File: src/rtl/calc1_pkg.sv
// Shared types and codes for the calc1 port arbiter: command/response encodings,
// slot and arbiter state enums, and the command validity check.
package calc1_pkg;

    localparam logic [3:0] CMD_NOP = 4'd0;
    localparam logic [3:0] CMD_ADD = 4'd1;
    localparam logic [3:0] CMD_SUB = 4'd2;
    localparam logic [3:0] CMD_SHL = 4'd5;
    localparam logic [3:0] CMD_SHR = 4'd6;

    localparam logic [1:0] RESP_NONE = 2'd0;
    localparam logic [1:0] RESP_OK   = 2'd1;
    localparam logic [1:0] RESP_ERR  = 2'd2;

    typedef enum logic [1:0] {
        SLOT_EMPTY,
        SLOT_OP2,
        SLOT_PEND
    } slot_state_t;

    typedef enum logic [1:0] {
        ARB_IDLE,
        ARB_ISSUE,
        ARB_WAIT,
        ARB_RESP
    } arb_state_t;

    function automatic logic cmd_valid(input logic [3:0] cmd);
        return (cmd == CMD_ADD) || (cmd == CMD_SUB) || (cmd == CMD_SHL) || (cmd == CMD_SHR);
    endfunction

endpackage

File: src/rtl/calc1_rr_arbiter.sv
// Combinational round-robin pick: first pending port at or after the pointer, wrapping.
// The pointer register is owned by the parent.
module calc1_rr_arbiter #(
    parameter int unsigned NUM_PORTS = 4,
    parameter int unsigned IDX_W     = 2
) (
    input  logic [NUM_PORTS-1:0] i_pend,
    input  logic [IDX_W-1:0]     i_ptr,
    output logic [NUM_PORTS-1:0] o_grant,
    output logic [IDX_W-1:0]     o_grant_idx,
    output logic                 o_any
);

    int unsigned w_idx;

    always_comb begin
        o_grant     = '0;
        o_grant_idx = '0;
        o_any       = 1'b0;
        w_idx       = 0;
        for (int unsigned k = 0; k < NUM_PORTS; k++) begin
            w_idx = int'(i_ptr) + k;
            if (w_idx >= NUM_PORTS) begin
                w_idx = w_idx - NUM_PORTS;
            end
            if (!o_any && i_pend[w_idx]) begin
                o_any          = 1'b1;
                o_grant[w_idx] = 1'b1;
                o_grant_idx    = IDX_W'(w_idx);
            end
        end
    end

endmodule

File: src/rtl/calc1_port_arbiter.sv
// Multi-port front end sharing one calc1 ALU with round-robin arbitration.
// Optional ALU watchdog enabled by defining CALC1_ALU_TIMEOUT_EN.
module calc1_port_arbiter
    import calc1_pkg::*;
#(
    parameter int unsigned NUM_PORTS = 4,
    parameter int unsigned DATA_W    = 32,
    parameter int unsigned TIMEOUT   = 16
) (
    input  logic                          clk,
    input  logic                          reset,
    input  logic [4*NUM_PORTS-1:0]        cmd_in,
    input  logic [DATA_W*NUM_PORTS-1:0]   data_in,
    output logic [2*NUM_PORTS-1:0]        resp_out,
    output logic [DATA_W*NUM_PORTS-1:0]   data_out,
    output logic                          alu_start,
    output logic [3:0]                    alu_cmd,
    output logic [DATA_W-1:0]             alu_op1,
    output logic [DATA_W-1:0]             alu_op2,
    input  logic                          alu_done,
    input  logic [1:0]                    alu_resp,
    input  logic [DATA_W-1:0]             alu_result
);

    localparam int unsigned IDX_W = (NUM_PORTS > 1) ? $clog2(NUM_PORTS) : 1;

    arb_state_t          r_arb_st;
    logic [IDX_W-1:0]    r_ptr;
    logic [IDX_W-1:0]    r_grant_idx;
    logic                r_alu_start;
    logic [3:0]          r_alu_cmd;
    logic [DATA_W-1:0]   r_alu_op1;
    logic [DATA_W-1:0]   r_alu_op2;
    logic [1:0]          r_resp;
    logic [DATA_W-1:0]   r_result;

`ifdef CALC1_ALU_TIMEOUT_EN
    localparam int unsigned TMO_W = $clog2(TIMEOUT + 1);
    logic [TMO_W-1:0]    r_tmo;
`endif

    logic [NUM_PORTS-1:0]             w_pend;
    logic [NUM_PORTS-1:0]             w_grant_oh;
    logic [IDX_W-1:0]                 w_grant_idx;
    logic                             w_any;
    logic [NUM_PORTS-1:0][3:0]        w_slot_cmd;
    logic [NUM_PORTS-1:0][DATA_W-1:0] w_slot_op1;
    logic [NUM_PORTS-1:0][DATA_W-1:0] w_slot_op2;
    logic [3:0]                       w_sel_cmd;
    logic [DATA_W-1:0]                w_sel_op1;
    logic [DATA_W-1:0]                w_sel_op2;
    logic                             w_resp_cycle;

    assign w_resp_cycle = (r_arb_st == ARB_RESP);

    generate
        for (genvar g = 0; g < NUM_PORTS; g++) begin : g_slot
            slot_state_t       r_st;
            logic [3:0]        r_cmd;
            logic [DATA_W-1:0] r_op1;
            logic [DATA_W-1:0] r_op2;
            logic [3:0]        w_cmd;
            logic [DATA_W-1:0] w_data;
            logic              w_done;
            logic              w_accept;

            assign w_cmd  = cmd_in[4*g +: 4];
            assign w_data = data_in[DATA_W*g +: DATA_W];
            assign w_done = w_resp_cycle && (r_grant_idx == IDX_W'(g));
            // The response cycle frees the slot, so a new command may land in it.
            assign w_accept = (r_st == SLOT_EMPTY) || ((r_st == SLOT_PEND) && w_done);

            always_ff @(posedge clk or posedge reset) begin
                if (reset) begin
                    r_st  <= SLOT_EMPTY;
                    r_cmd <= CMD_NOP;
                    r_op1 <= '0;
                    r_op2 <= '0;
                end else if (w_accept) begin
                    if (w_cmd != CMD_NOP) begin
                        r_cmd <= w_cmd;
                        r_op1 <= w_data;
                        r_st  <= SLOT_OP2;
                    end else begin
                        r_st  <= SLOT_EMPTY;
                    end
                end else if (r_st == SLOT_OP2) begin
                    r_op2 <= w_data;
                    r_st  <= SLOT_PEND;
                end
            end

            assign w_pend[g]     = (r_st == SLOT_PEND);
            assign w_slot_cmd[g] = r_cmd;
            assign w_slot_op1[g] = r_op1;
            assign w_slot_op2[g] = r_op2;
        end
    endgenerate

    calc1_rr_arbiter #(
        .NUM_PORTS (NUM_PORTS),
        .IDX_W     (IDX_W)
    ) u_rr (
        .i_pend      (w_pend),
        .i_ptr       (r_ptr),
        .o_grant     (w_grant_oh),
        .o_grant_idx (w_grant_idx),
        .o_any       (w_any)
    );

    always_comb begin
        w_sel_cmd = '0;
        w_sel_op1 = '0;
        w_sel_op2 = '0;
        for (int unsigned i = 0; i < NUM_PORTS; i++) begin
            if (w_grant_oh[i]) begin
                w_sel_cmd = w_sel_cmd | w_slot_cmd[i];
                w_sel_op1 = w_sel_op1 | w_slot_op1[i];
                w_sel_op2 = w_sel_op2 | w_slot_op2[i];
            end
        end
    end

    always_ff @(posedge clk or posedge reset) begin
        if (reset) begin
            r_arb_st    <= ARB_IDLE;
            r_ptr       <= '0;
            r_grant_idx <= '0;
            r_alu_start <= 1'b0;
            r_alu_cmd   <= CMD_NOP;
            r_alu_op1   <= '0;
            r_alu_op2   <= '0;
            r_resp      <= RESP_NONE;
            r_result    <= '0;
`ifdef CALC1_ALU_TIMEOUT_EN
            r_tmo       <= '0;
`endif
        end else begin
            r_alu_start <= 1'b0;
            case (r_arb_st)
                ARB_IDLE: begin
                    if (w_any) begin
                        r_grant_idx <= w_grant_idx;
                        if (cmd_valid(w_sel_cmd)) begin
                            r_alu_cmd   <= w_sel_cmd;
                            r_alu_op1   <= w_sel_op1;
                            r_alu_op2   <= w_sel_op2;
                            r_alu_start <= 1'b1;
                            r_arb_st    <= ARB_ISSUE;
                        end else begin
                            r_resp   <= RESP_ERR;
                            r_result <= '0;
                            r_arb_st <= ARB_RESP;
                        end
                    end
                end
                ARB_ISSUE: begin
                    r_arb_st <= ARB_WAIT;
`ifdef CALC1_ALU_TIMEOUT_EN
                    r_tmo    <= '0;
`endif
                end
                ARB_WAIT: begin
                    if (alu_done) begin
                        r_resp   <= alu_resp;
                        r_result <= alu_result;
                        r_arb_st <= ARB_RESP;
`ifdef CALC1_ALU_TIMEOUT_EN
                    end else if (r_tmo == TMO_W'(TIMEOUT - 1)) begin
                        r_resp   <= RESP_ERR;
                        r_result <= '0;
                        r_arb_st <= ARB_RESP;
                    end else begin
                        r_tmo    <= r_tmo + 1'b1;
`endif
                    end
                end
                ARB_RESP: begin
                    r_ptr    <= (r_grant_idx == IDX_W'(NUM_PORTS - 1)) ? '0 : r_grant_idx + 1'b1;
                    r_arb_st <= ARB_IDLE;
                end
                default: r_arb_st <= ARB_IDLE;
            endcase
        end
    end

    assign alu_start = r_alu_start;
    assign alu_cmd   = r_alu_cmd;
    assign alu_op1   = r_alu_op1;
    assign alu_op2   = r_alu_op2;

    always_comb begin
        resp_out = '0;
        data_out = '0;
        if (w_resp_cycle) begin
            resp_out[r_grant_idx*2 +: 2]           = r_resp;
            data_out[r_grant_idx*DATA_W +: DATA_W] = r_result;
        end
    end

endmodule

File: config.mk
export PLATFORM = sky130hd
export DESIGN_NAME = calc1_port_arbiter
export DESIGN_NICKNAME = d
export VERILOG_FILES = /design/src/rtl/calc1_pkg.sv /design/src/rtl/calc1_rr_arbiter.sv /design/src/rtl/calc1_port_arbiter.sv
export SDC_FILE = /design/constraint.sdc
export NUM_CORES = 1
export LEC_CHECK = 0
export ABC_AREA = 1
export CAP_MARGIN = 0
export CORE_ASPECT_RATIO = 1.2
export CORE_MARGIN = 2
export CORE_UTILIZATION = 37
export CTS_CLUSTER_SIZE = 28
export DETAILED_ROUTE_END_ITERATION = 8
export SYNTH_ARGS = -nofsm -noshare
export SYNTH_HDL_FRONTEND = slang
export SYNTH_SLANG_ARGS = --single-unit
export TNS_END_PERCENT = 100
File: constraint.sdc
create_clock -name clk -period 32.3 [get_ports clk]
set_input_delay 9.69 -clock clk [delete_from_list [all_inputs] [get_ports clk]]
set_output_delay 9.69 -clock clk [all_outputs]
set_load 0.01 [all_outputs]
==> impl_metrics.py <==
metrics = {
    "clock_tree": {
        "cts_setup_buffers": 0,
        "htreeDepth": 2,
        "clk_pin_slew_ns": 0.06,
        "clock-sinks": 389,
        "clockBufferDepth": 3,
        "cts_root_buffer": "clkbuf_16",
        "cts_buffers": 41,
        "cts_tree": "built",
        "cts_resized": 0,
        "clock_latency_ns": 0.55,
        "hold_buffers": 0,
    },
    "run": {
        "max_cap_violations": 0,
    },
    "pwr": {
        "clockPowerShare_pct": 20.3,
        "power_switching_uw": 1030,
        "fin_total_pwr_uw": 2360,
        "pwr_density_cell_nw_per_um2": 101,
        "comb_power_share_pct": 44.6,
        "p_int_uw": 1330,
        "irDropWorstVdd_v": 0.0000885,
        "p_seq_share_pct": 35.1,
        "leakage_uw": 0.0112,
        "p_sw_share_pct": 43.6,
    },
    "global_routing": {
        "grt_max_degree": 114,
        "track_usage_pct": 23.2,
        "grt_pass1_wl_um": 89900,
        "grt_antenna_before_repair": 7,
        "grt_pass1_vias": 15700,
        "overflow": 0,
    },
    "finish": {
        "post-route-util_pct": 49.6,
        "syn_to_final_growth_pct": 32.0,
        "nets": 2691,
        "diodes": 0,
        "drive_above_1_share_pct": 4.76,
    },
    "timing": {
        "setup_slack_ns": 19.08,
        "finalCritPeriodShare_pct": 40.9,
        "clock_skew_ns": 0.0336,
        "fin_crit_ns": 13.22,
        "fin_tns_setup_ns": 0,
        "max_slew_margin_pct": 21.7,
        "rsz0062_at_grt": "no",
        "worst_slew_pin_slew_ns": 1.17,
        "drv_slew": 0,
        "fmax_mhz": 75.7,
        "setup_viol": 0,
        "hold_ws_ns": 0.484,
        "hold_violations": 0,
    },
    "floorplanning": {
        "die_h_um": 244,
        "pin_count": 386,
        "coreArea_sq_um": 47100,
        "dieArea_sq_um": 49700,
        "rows": 87,
        "fp.dieW_um": 204,
        "floorplan.initialDensity_pct": 37.6,
    },
    "routing": {
        "detail_route.iter0.violations": 917,
        "drt-vias-per-instance": 4.99,
        "dr.pass1.iters": 5,
        "drc": 0,
        "wire_per_inst_um": 18.4,
        "num_vias": 15700,
        "antenna_left": 0,
        "postRouteWirelength_um": 57900,
    },
    "synthesis": {
        "synth_cells": 2167,
        "ys_types": 29,
        "ys_warn_count": 0,
        "synth_seq_cells": 389,
        "avgSynthCellArea_sq_um": 8.17,
        "yosysSeqAreaShare_pct": 55.0,
        "syn_nets": 2368,
        "syn_area_sq_um": 17700,
    },
    "critical_path": {
        "crit_path_end_kind": "output pin",
        "cp.required_ns": 22.61,
        "crit_type": "flip-flop to output pin",
        "start_kind": "flip-flop",
        "cp_max_fo": 26,
        "crit_arrival_ns": 3.53,
        "rrSetupSlack_ns": 27.14,
    },
    "placement": {
        "globalplace.congestion": 0.949,
        "place_ws_ns": 19.57,
        "dp_hpwl_um": 38500,
        "numPortBuffers": 385,
    },
    "status": {
        "status": "complete, no violations",
    },
    "min_path": {
        "hold_class": "flip-flop to flip-flop",
    },
}
## logic make-up (layout without fill, tap and decap cells)
family	after synthesis	count (layout)	synth area share, %
AOI/OAI and AO/OA	422	422	13.4
adders and majority gates	20	20	1.41
and+or+nand+nor	969	969	21.9
buffers and inverters	367	719	8.41
DFF	389	389	55.0
## power by group through the flow
stage | logic, uW | clock network, uW | registers (uW)
global route | 1190 | 511 | 852
CTS | 1060 | 491 | 827
global placement | 1040 | 0 | 823
floorplan | 722 | 0 | 808
detailed placement | 1060 | 0 | 832
finish | 1050 | 479 | 827
## state kept, by name, summed over array words and instances, names as in the netlist, 4 cells and up
register      flops
r_result         32
alu_op2          32
alu_op1          32
g_slot.r_cmd     16
g_slot.r_st       8
g_slot.r_op2    128
g_slot.r_op1    128
alu_cmd           4
## synthesized netlist by cell type
library cell  count  area share, %
dfrtp_1         389             55
or2_2             1          0.035
inv_2             5           0.11
o31ai_1           1          0.042
nor2_4            1          0.064
a22o_1            1          0.049
nand4_4           1           0.12
nand3_1          55            1.6
buf_4             1          0.042
nand3b_4          1           0.11
nor2_1          116            2.5
nor2_2            1          0.035
buf_2            15           0.42
inv_1           233            4.9
nand2_2           6           0.21
nand3_2           5           0.28
o21ai_1          60            1.7
nand3b_1          1          0.042
ha_1             20            1.4
a21oi_1           5           0.14
a221oi_1         65            3.2
buf_6            12           0.76
nand4_1          11           0.39
nand2_1         735             16
clkinv_1          4          0.085
o21ai_0         289            8.2
nor3_1           35           0.99
clkbuf_1         97            2.1
o221ai_1          1          0.049
## final timing paths
check                                                     start                         endpoint  cells after the start
max in group asynchronous                                 reset  g_slot[2].r_op2[21]$_DFFE_PP0P_                      4
worst min register to register  g_slot[2].r_op2[30]$_DFFE_PP0P_  g_slot[2].r_op2[30]$_DFFE_PP0P_                      2
worst min-delay path            g_slot[2].r_op2[30]$_DFFE_PP0P_  g_slot[2].r_op2[30]$_DFFE_PP0P_                      2
worst max-delay path                 r_grant_idx[1]$_DFFE_PP0P_                    data_out[126]                      6
worst max register to register             r_ptr[0]$_DFFE_PP0P_          alu_op2[21]$_DFFE_PP0P_                     19
min in group asynchronous                                 reset            r_resp[0]$_DFFE_PP0P_                      2
## critical path, stage by stage, from the launching register on
cell	delay, ns
dfrtp_1	0.44
inv_1	0.14
ha_1	0.34
nor2_1	0.24
nand3_1	0.84
nor2_1	0.38
clkdlybuf4s50_1	0.59
## cell type report
| class | count | area (sq um) |
|---|---|---|
| well taps | 623 | 779 |
| multi-input cells | 1411 | 6580 |
| repair buffers | 405 | 4000 |
| clock inverters | 19 | 196 |
| fillers | 4580 | 23800 |
| flip-flops and latches | 389 | 9730 |
| clock buffers | 53 | 1170 |
| inverters | 242 | 916 |
## layer usage
metal  global-route usage [%]  wire length (um)  vias to the layer above
li1                         -                 -                     7553
met1                     29.3             24100                     7494
met2                     39.3             28000                      509
met3                     4.84              3880                      100
met4                     8.18              1980                       14
met5                        0                82                        -
## stage by stage
stage | std cells | cell area (sq um)
2_1_floorplan | 2167 | 17700
3_3_place_gp | 3070 | 22000
3_5_place_dp | 3070 | 22000
4_1_cts | 3142 | 23400
5_1_grt | 3142 | 23400
6_report | 3142 | 23400
## cells in the final DEF (no fill, tap or decap), types with 3 or more instances in the layout
cell / n
nand3_1: 51
clkdlybuf4s50_1: 385
nand2_1: 731
clkinv_1: 4
bufinv_16: 3
ha_1: 20
clkinvlp_4: 3
clkbuf_16: 42
nand4_1: 11
a21oi_1: 5
clkbuf_1: 3
nand2_2: 10
clkinv_2: 10
a221oi_1: 65
dfrtp_1: 389
nor2_1: 115
inv_2: 5
o21ai_1: 60
nor3_1: 35
clkbuf_8: 8
inv_1: 232
buf_4: 20
nand3_4: 7
o21ai_0: 289
No activity file was read; power rests on OpenSTA's default activity.
